[src/rtl/count_rr_sched.sv]
// Round-robin scheduler sharing one up-counter between NREQ requesters.
// Each job counts 0..len-1 under a one-hot grant and ends with a one-cycle done pulse.
module count_rr_sched #(
    parameter int NREQ = 4,
    parameter int CW   = 7
) (
    input  logic               clk,
    input  logic               reset_n,
    input  logic [NREQ-1:0]    i_req,
    input  logic [NREQ*CW-1:0] i_len,
    input  logic               i_abort,
    output logic [NREQ-1:0]    o_gnt,
    output logic [CW-1:0]      o_cnt,
    output logic [NREQ-1:0]    o_done,
    output logic               o_busy
);

    localparam int IW = (NREQ > 1) ? $clog2(NREQ) : 1;

    typedef enum logic [1:0] {IDLE, RUN, DONE} state_t;

    state_t          state;
    logic [IW-1:0]   ptr;
    logic [IW-1:0]   owner;
    logic [IW-1:0]   owner_next;
    logic [IW-1:0]   win;
    logic [IW-1:0]   idx;
    logic            found;
    logic [CW-1:0]   cnt;
    logic [CW-1:0]   len_q;
    logic [CW-1:0]   win_len;
    logic [NREQ-1:0] win_oh;
    logic [NREQ-1:0] owner_oh;

    // Search starts at ptr and wraps, so the last owner is visited last.
    always_comb begin
        found = 1'b0;
        win   = '0;
        idx   = '0;
        for (int k = 0; k < NREQ; k++) begin
            idx = IW'((int'(ptr) + k) % NREQ);
            if (!found && i_req[idx]) begin
                found = 1'b1;
                win   = idx;
            end
        end
    end

    assign win_len    = i_len[win*CW +: CW];
    assign win_oh     = NREQ'(1) << win;
    assign owner_oh   = NREQ'(1) << owner;
    assign owner_next = (owner == IW'(NREQ - 1)) ? '0 : owner + IW'(1);
    assign o_cnt      = cnt;

    always_ff @(posedge clk or negedge reset_n) begin
        if (!reset_n) begin
            state  <= IDLE;
            ptr    <= '0;
            owner  <= '0;
            len_q  <= '0;
            cnt    <= '0;
            o_gnt  <= '0;
            o_done <= '0;
            o_busy <= 1'b0;
        end else begin
            case (state)
                IDLE: begin
                    if (found) begin
                        owner  <= win;
                        len_q  <= win_len;
                        cnt    <= '0;
                        o_busy <= 1'b1;
                        if (win_len != '0) begin
                            state <= RUN;
                            o_gnt <= win_oh;
                        end else begin
                            state  <= DONE;
                            o_done <= win_oh;
                        end
                    end
                end
                RUN: begin
                    // Abort outranks the terminal count and suppresses the done pulse.
                    if (i_abort) begin
                        state  <= IDLE;
                        cnt    <= '0;
                        ptr    <= owner_next;
                        o_gnt  <= '0;
                        o_busy <= 1'b0;
                    end else if (cnt == len_q - CW'(1)) begin
                        state  <= DONE;
                        o_gnt  <= '0;
                        o_done <= owner_oh;
                    end else begin
                        cnt <= cnt + CW'(1);
                    end
                end
                DONE: begin
                    state  <= IDLE;
                    cnt    <= '0;
                    ptr    <= owner_next;
                    o_done <= '0;
                    o_busy <= 1'b0;
                end
                default: begin
                    state  <= IDLE;
                    cnt    <= '0;
                    o_gnt  <= '0;
                    o_done <= '0;
                    o_busy <= 1'b0;
                end
            endcase
        end
    end

endmodule

[config.mk]
export PLATFORM = sky130hd
export DESIGN_NAME = count_rr_sched
export DESIGN_NICKNAME = d
export VERILOG_FILES = /design/src/rtl/count_rr_sched.sv
export SDC_FILE = /design/constraint.sdc
export NUM_CORES = 1
export LEC_CHECK = 0
export ABC_AREA = 1
export BUFFER_PORTS_ARGS = -buffer_cell sky130_fd_sc_hd__buf_4
export CORE_ASPECT_RATIO = 0.9
export CORE_MARGIN = 2
export CORE_UTILIZATION = 50
export DETAILED_ROUTE_END_ITERATION = 8
export PLACE_DENSITY = 0.74
export SYNTH_ARGS = -nofsm -noshare
export SYNTH_HDL_FRONTEND = slang
export SYNTH_SLANG_ARGS = --single-unit
[constraint.sdc]
create_clock -name clk -period 4 [get_ports clk]
set_input_delay 0.4 -clock clk [delete_from_list [all_inputs] [get_ports clk]]
set_output_delay 0.4 -clock clk [all_outputs]
set_load 0.1 [all_outputs]
==> results of run 1 <==
-- power groups by stage --
stage | clock network (mW) | logic [mW] | registers [mW]
2_1_floorplan | 0 | 1.29 | 0.688
3_3_place_gp | 0 | 1.79 | 0.484
3_5_place_dp | 0 | 1.82 | 0.487
4_1_cts | 0.327 | 1.83 | 0.482
5_1_grt | 0.338 | 2.07 | 0.498
6_report | 0.321 | 1.82 | 0.482
-- path summary, 6_finish.rpt --
kind                       slack [ns]   endpoint  cells after the start     start
min in group clk                 0.32   o_cnt[6]                      2   i_abort
max in group asynchronous        3.69   o_cnt[5]                      1   reset_n
min                              0.04     ptr[0]                      1   reset_n
min reg2reg                      0.47   o_gnt[0]                      2  o_gnt[0]
max reg2reg                      1.19  o_done[3]                     19    ptr[0]
max                              1.19  o_done[3]                     19    ptr[0]
-- critical path: stages (launching register included) --
cell and delay (ns):
dfrtp_1 0.60, inv_6 0.11, nand2_1 0.09, nand2_1 0.09, nand2_1 0.08, nand2_1 0.08
nor2_4 0.12, nand3_2 0.25, nand3_4 0.30, inv_2 0.10, nand2_1 0.07, nand2_1 0.05
nand2_1 0.05, nand2_1 0.06, nor2_1 0.09, nand2_1 0.09, o21ai_2 0.24, nand2_2 0.12
nand2_1 0.07, nand2_1 0.04
-- area by class of cell --
cell class | instances | area [µm²]
timing repair buffer | 50 | 375
tap | 48 | 60.1
multi-input combinational | 256 | 1290
clock buffer | 7 | 86.3
inverter | 34 | 133
clock inverter | 1 | 30.0
fill | 385 | 1430
sequential | 29 | 726
-- flip-flops by register name, indices dropped and copies added, names as in the netlist --
signal  count
len_q       7
o_busy      1
o_cnt       7
o_done      4
o_gnt       4
owner       2
ptr         2
state       2
-- cell families (layout without fill, tap and decap cells) --
| group | count (synthesis) | count (layout) | share of synthesized area |
|---|---|---|---|
| AO/OA/AOI/OAI | 33 | 33 | 0.0841 |
| XOR/XNOR | 7 | 7 | 0.0280 |
| adder cells (fa/ha/maj) | 6 | 6 | 0.0343 |
| buffers and inverters | 38 | 92 | 0.0778 |
| flip-flops | 29 | 29 | 0.332 |
| AND/OR/NAND/NOR | 210 | 210 | 0.444 |
-- routing by layer --
metal | wire length, µm | vias to the layer above | global-route usage
li1 | - | 1140 | -
met1 | 2580 | 996 | 0.330
met2 | 2310 | 71 | 0.385
met3 | 312 | 6 | 0.0439
met4 | 49 | 0 | 0.0636
met5 | 0 | - | 0
-- cell usage after synthesis --
cell type,number
nor3_1,3
nand3_1,17
ha_1,6
a211oi_1,1
inv_2,4
and3_1,1
dfrtp_1,29
a21o_1,1
nor2_1,19
nor2_4,1
nand4_1,11
o21ai_0,16
nor2_2,1
o22ai_1,1
xnor2_1,3
xor2_1,4
nand2_2,16
o41ai_1,1
nor4_1,1
o21ai_2,1
inv_1,29
inv_6,1
buf_6,3
nand3_2,3
nand2_1,129
a21oi_1,9
nand3b_1,4
o21ai_1,2
nand2_4,2
nand3_4,2
clkbuf_1,1
a32o_1,1
-- through the flow --
stage	instance area, µm²	utilization	std cells
after floorplan	2190	-	323
after global placement	2590	0.626	417
after detailed placement	2590	0.626	417
after CTS	2700	0.655	425
after global routing	2700	0.655	425
final	2700	0.655	425
==> impl_metrics.yaml, run 1 <==
outcome:
  status: "complete, no violations"
drt:
  drt_wl_total_um: 5250
  drt_iter0_drc: 106
  first_pass_iters: 4
  viasPerCell: 5.21
  vias: 2213
  drc: 0
  ant_nets: 0
  wl_per_cell_um: 12.3
sta:
  drv_slew: 0
  max_slew_margin: 0.678
  whs_ns: 0.0355
  report.final.hold_viol_count: 0
  setup_slack_ns: 1.19
  post-route-min-period_ns: 2.81
  tns_ns: 0
  fin_crit_sh: 0.702
  worstMarginPinSlew_ns: 0.482
  rsz0062_at_grt: "false"
  fin_skew_ns: 0.00413
  finalSetupViolCount: 0
  clock.fmax_mhz: 356
grt:
  track_usage: 0.240
  grt_max_degree: 30
  grt_pass1_wl_um: 9050
  gr-total-overflow: 0
  first_global_vias: 2054
  antenna_found_initial: 0
power:
  power.density_nw_per_um2: 972
  p_leak_nw: 1.50
  clkPwrFrac: 0.122
  p_int_mw: 1.14
  combPwrFrac: 0.694
  p_sw_mw: 1.49
  peakVddDrop_mv: 0.439
  power_frac_seq: 0.184
  power_mw: 2.63
  p_sw_frac: 0.566
die:
  num_rows: 22
  dieWidth_um: 73.7
  pin_count: 51
  die_h_um: 66.8
  core_area_um2: 4130
  die_area_um2: 4920
  initial_utilization: 0.530
flow_run:
  cap_violations: 0
clocking:
  cts_root_buffer: "clkbuf_8"
  post_cts_buffers: 0
  cts.reportedPaths.clkPinSlew_ns: 0.07
  ctsHoldBuffers: 0
  cts_made_buffers: 5
  htreeDepth: 2
  ctsLongestPathBuffers: 2
  clock_sinks: 29
  cts_tree: "yes"
  clk_latency_ns: 0.28
  cts-resized-gates: 0
synthesis:
  synth_area_leader_cell: "dfrtp_1"
  synth_top_cell_area_share: 0.332
  synth_seq_cells: 29
  synth_nets: 364
  synthTopCellsByArea: "dfrtp_1 (33%), nand2_1 (22%), inv_1 (5.0%)"
  yosys.cell_types.count: 32
  syn_area_um2: 2190
  syn_inst: 323
  avgSynthCellArea_um2: 6.78
  ys_seq_area_frac: 0.332
  yosysWarnings: 0
final_layout:
  fin_nets: 417
  area_growth_syn_to_layout_pct: 23.5
  final_layout_size_suffix_gt1_frac: 0.233
  final_common_cell: "nand2_1"
  antenna_cells: 0
  most-common-layout-cells: "nand2_1 (129), buf_4 (50), inv_1 (29), dfrtp_1 (29), nor2_1 (19)"
critical_path:
  start_kind: "register"
  critPathMaxFanout: 18
  crit_type: "reg -> reg"
  cp.arrival_ns: 2.98
  cp_data_required_time_ns: 4.17
  crit_path_end_kind: "register"
place:
  hpwl_um: 4140
  io_buffers: 50
  gp_congestion: 0.883
  dp_worst_setup_slack_ns: 1.23
min_path:
  hp-class: "in -> async"
Power figures use the tool's default switching activity.
==> run 2, diff against run 1 <==
- CORE_UTILIZATION: 50 -> 49
- PLACE_DENSITY: 0.74 -> 0.76
- clock period: 4 -> 2.5 ns (I/O delays scaled with it)
==> run 2 against run 1 <==
Effect of this change:
- routed wire length rose by 9.8%
- highest routed layer unchanged
- clock skew grew 0.0065 ns
- final area rose by 11%
- hold slack improved by 0.14 ns
- non-clock buffer count increased by 19
==> impl_metrics.yaml, run 2 (same netlist as run 1, synthesis figures left out) <==
outcome:
  status: "complete, no violations"
sta:
  drv_slew: 0
  rsz0062_at_grt: "true"
  fin_skew_ns: 0.0106
  fin_crit_sh: 0.992
  post-route-min-period_ns: 2.48
  report.final.hold_viol_count: 0
  max_slew_margin: 0.750
  worstMarginPinSlew_ns: 0.372
  whs_ns: 0.176
  finalSetupViolCount: 0
  clock.fmax_mhz: 403
die:
  num_rows: 23
  initial_utilization: 0.500
  die_h_um: 67.4
  dieWidth_um: 74.4
  core_area_um2: 4370
  pin_count: 51
  die_area_um2: 5020
grt:
  antenna_found_initial: 0
  gr-total-overflow: 0
  first_global_vias: 2081
  grt_pass1_wl_um: 8710
  track_usage: 0.225
  grt_max_degree: 30
place:
  hpwl_um: 4100
  placed_cell_area_um2: 2670
  gp_congestion: 0.890
  io_buffers: 50
final_layout:
  final_layout_size_suffix_gt1_frac: 0.323
  fin_nets: 437
  final_common_cell: "nand2_1"
  fin_area_um2: 3010
  area_growth_syn_to_layout_pct: 37.6
  antenna_cells: 0
  most-common-layout-cells: "nand2_1 (116), buf_4 (60), inv_1 (28)"
critical_path:
  cp_top_family: "simple AND/OR/NAND/NOR gates"
  slowest_delay_ns: 0.43
  cp_data_required_time_ns: 2.67
  path_buf_inv: 3
  crit_type: "reg -> reg"
  start_kind: "register"
  crit_path_top_delay_cell: "dfrtp_2"
  reg2reg_depth: 20
  cp.arrival_ns: 2.65
  cp_cell_sequence: "buf_12 > clkinv_8 > nand2_2 > nand2_2 > nand2_2 > nand2_2 > nor2_4 > nand3_4 > nand3_4 > inv_2 > nand2_1 > nand2_1 > nand2_1 > nand2_2 > nor2_2 > nand2_2 > o21ai_4 > nand2_2 > nand2_1 > nand2_1"
  crit_path_end_kind: "register"
  crit_cells: 20
  critPathMaxFanout: 10
  cp_common_cell: "nand2_2"
clocking:
  cts_root_buffer: "clkbuf_8"
  ctsLongestPathBuffers: 2
  cts_tree: "yes"
  cts_made_buffers: 5
  cts.reportedPaths.clkPinSlew_ns: 0.07
  clock_sinks: 29
  htreeDepth: 2
  clk_latency_ns: 0.28
drt:
  drt_iter0_drc: 132
  ant_nets: 0
  wl_per_cell_um: 12.6
  first_pass_iters: 4
  drt_wl_total_um: 5760
  drc: 0
  vias: 2286
  viasPerCell: 4.99
flow_run:
  cap_violations: 0
min_path:
  hold-path-cell-count: 2
  hp-class: "in -> reg"
-- run 2: cell count changes in the layout (fill, tap and decap cells not counted), moves of 2 or more --
cell / previous run / this run
dfrtp_1: 29 / 27
nor2_1: 19 / 16
nand2_2: 16 / 25
nand2_1: 129 / 116
nand2_4: 2 / 6
buf_6: 0 / 4
dfrtp_2: 0 / 2
nor2_2: 1 / 4
buf_12: 0 / 2
buf_4: 50 / 60
-- run 2: worst reg2reg max path: stages (launching register included) --
cell and delay, ns:
dfrtp_2 0.43, buf_12 0.13, clkinv_8 0.07, nand2_2 0.06
nand2_2 0.08, nand2_2 0.09, nand2_2 0.07, nor2_4 0.16
nand3_4 0.15, nand3_4 0.13, inv_2 0.10, nand2_1 0.07
nand2_1 0.05, nand2_1 0.06, nand2_2 0.06, nor2_2 0.12
nand2_2 0.09, o21ai_4 0.22, nand2_2 0.10, nand2_1 0.08
nand2_1 0.05
-- run 2: final timing paths --
check | start | end | slack [ns]
worst max-delay path | ptr[0] | o_done[0] | 0.02
worst min-delay path | i_abort | o_cnt[6] | 0.18
worst max register to register | ptr[0] | o_done[0] | 0.02
worst min register to register | o_busy | o_busy | 0.48
max in group asynchronous | reset_n | ptr[0] | 1.78
min in group asynchronous | reset_n | o_gnt[0] | 0.43
-- run 2: final cells by class --
cell class	count	area, µm²
inverters	34	143
well taps	62	77.6
fillers	379	1360
repair buffers	69	586
flip-flops and latches	29	728
multi-input cells	257	1390
clock buffers	7	86.3
-- run 2: through the flow --
step / util / setup TNS [ns] / setup slack (ns) / cells
2_1_floorplan: - / 0 / 0.140 / 323
3_3_place_gp: 0.611 / 0 / 0.0547 / 440
3_5_place_dp: 0.611 / -0.0325 / -0.0120 / 440
4_1_cts: 0.633 / 0 / 0.0178 / 448
5_1_grt: 0.688 / -0.989 / -0.142 / 458
6_report: 0.688 / 0 / 0.0195 / 458
-- run 2: metal layers --
layer  share of wire  wire (µm)  global-route usage  vias to the layer above
met5               0          0                   0                        -
met4           0.013         74              0.0714                        0
li1                -          -                   -                     1181
met2            0.50       2880               0.383                       63
met1            0.44       2540               0.287                     1034
met3           0.048        274              0.0433                        8
-- run 2: what timing repair did --
| item | CTS | global route |
|---|---|---|
| pin swaps | 0 | 30 |
| gates resized for setup | 1 | 39 |
| endpoints found under the hold margin | 29 | 0 |
| hold buffers | 1 | 0 |
| endpoints found under the setup margin | 4 | 11 |
| buffers inserted | 0 | 8 |
| cloned | 0 | 2 |
Power of run 2 is not shown: default switching activity piles up to over one toggle a cycle in this logic, so the estimate is an artifact.
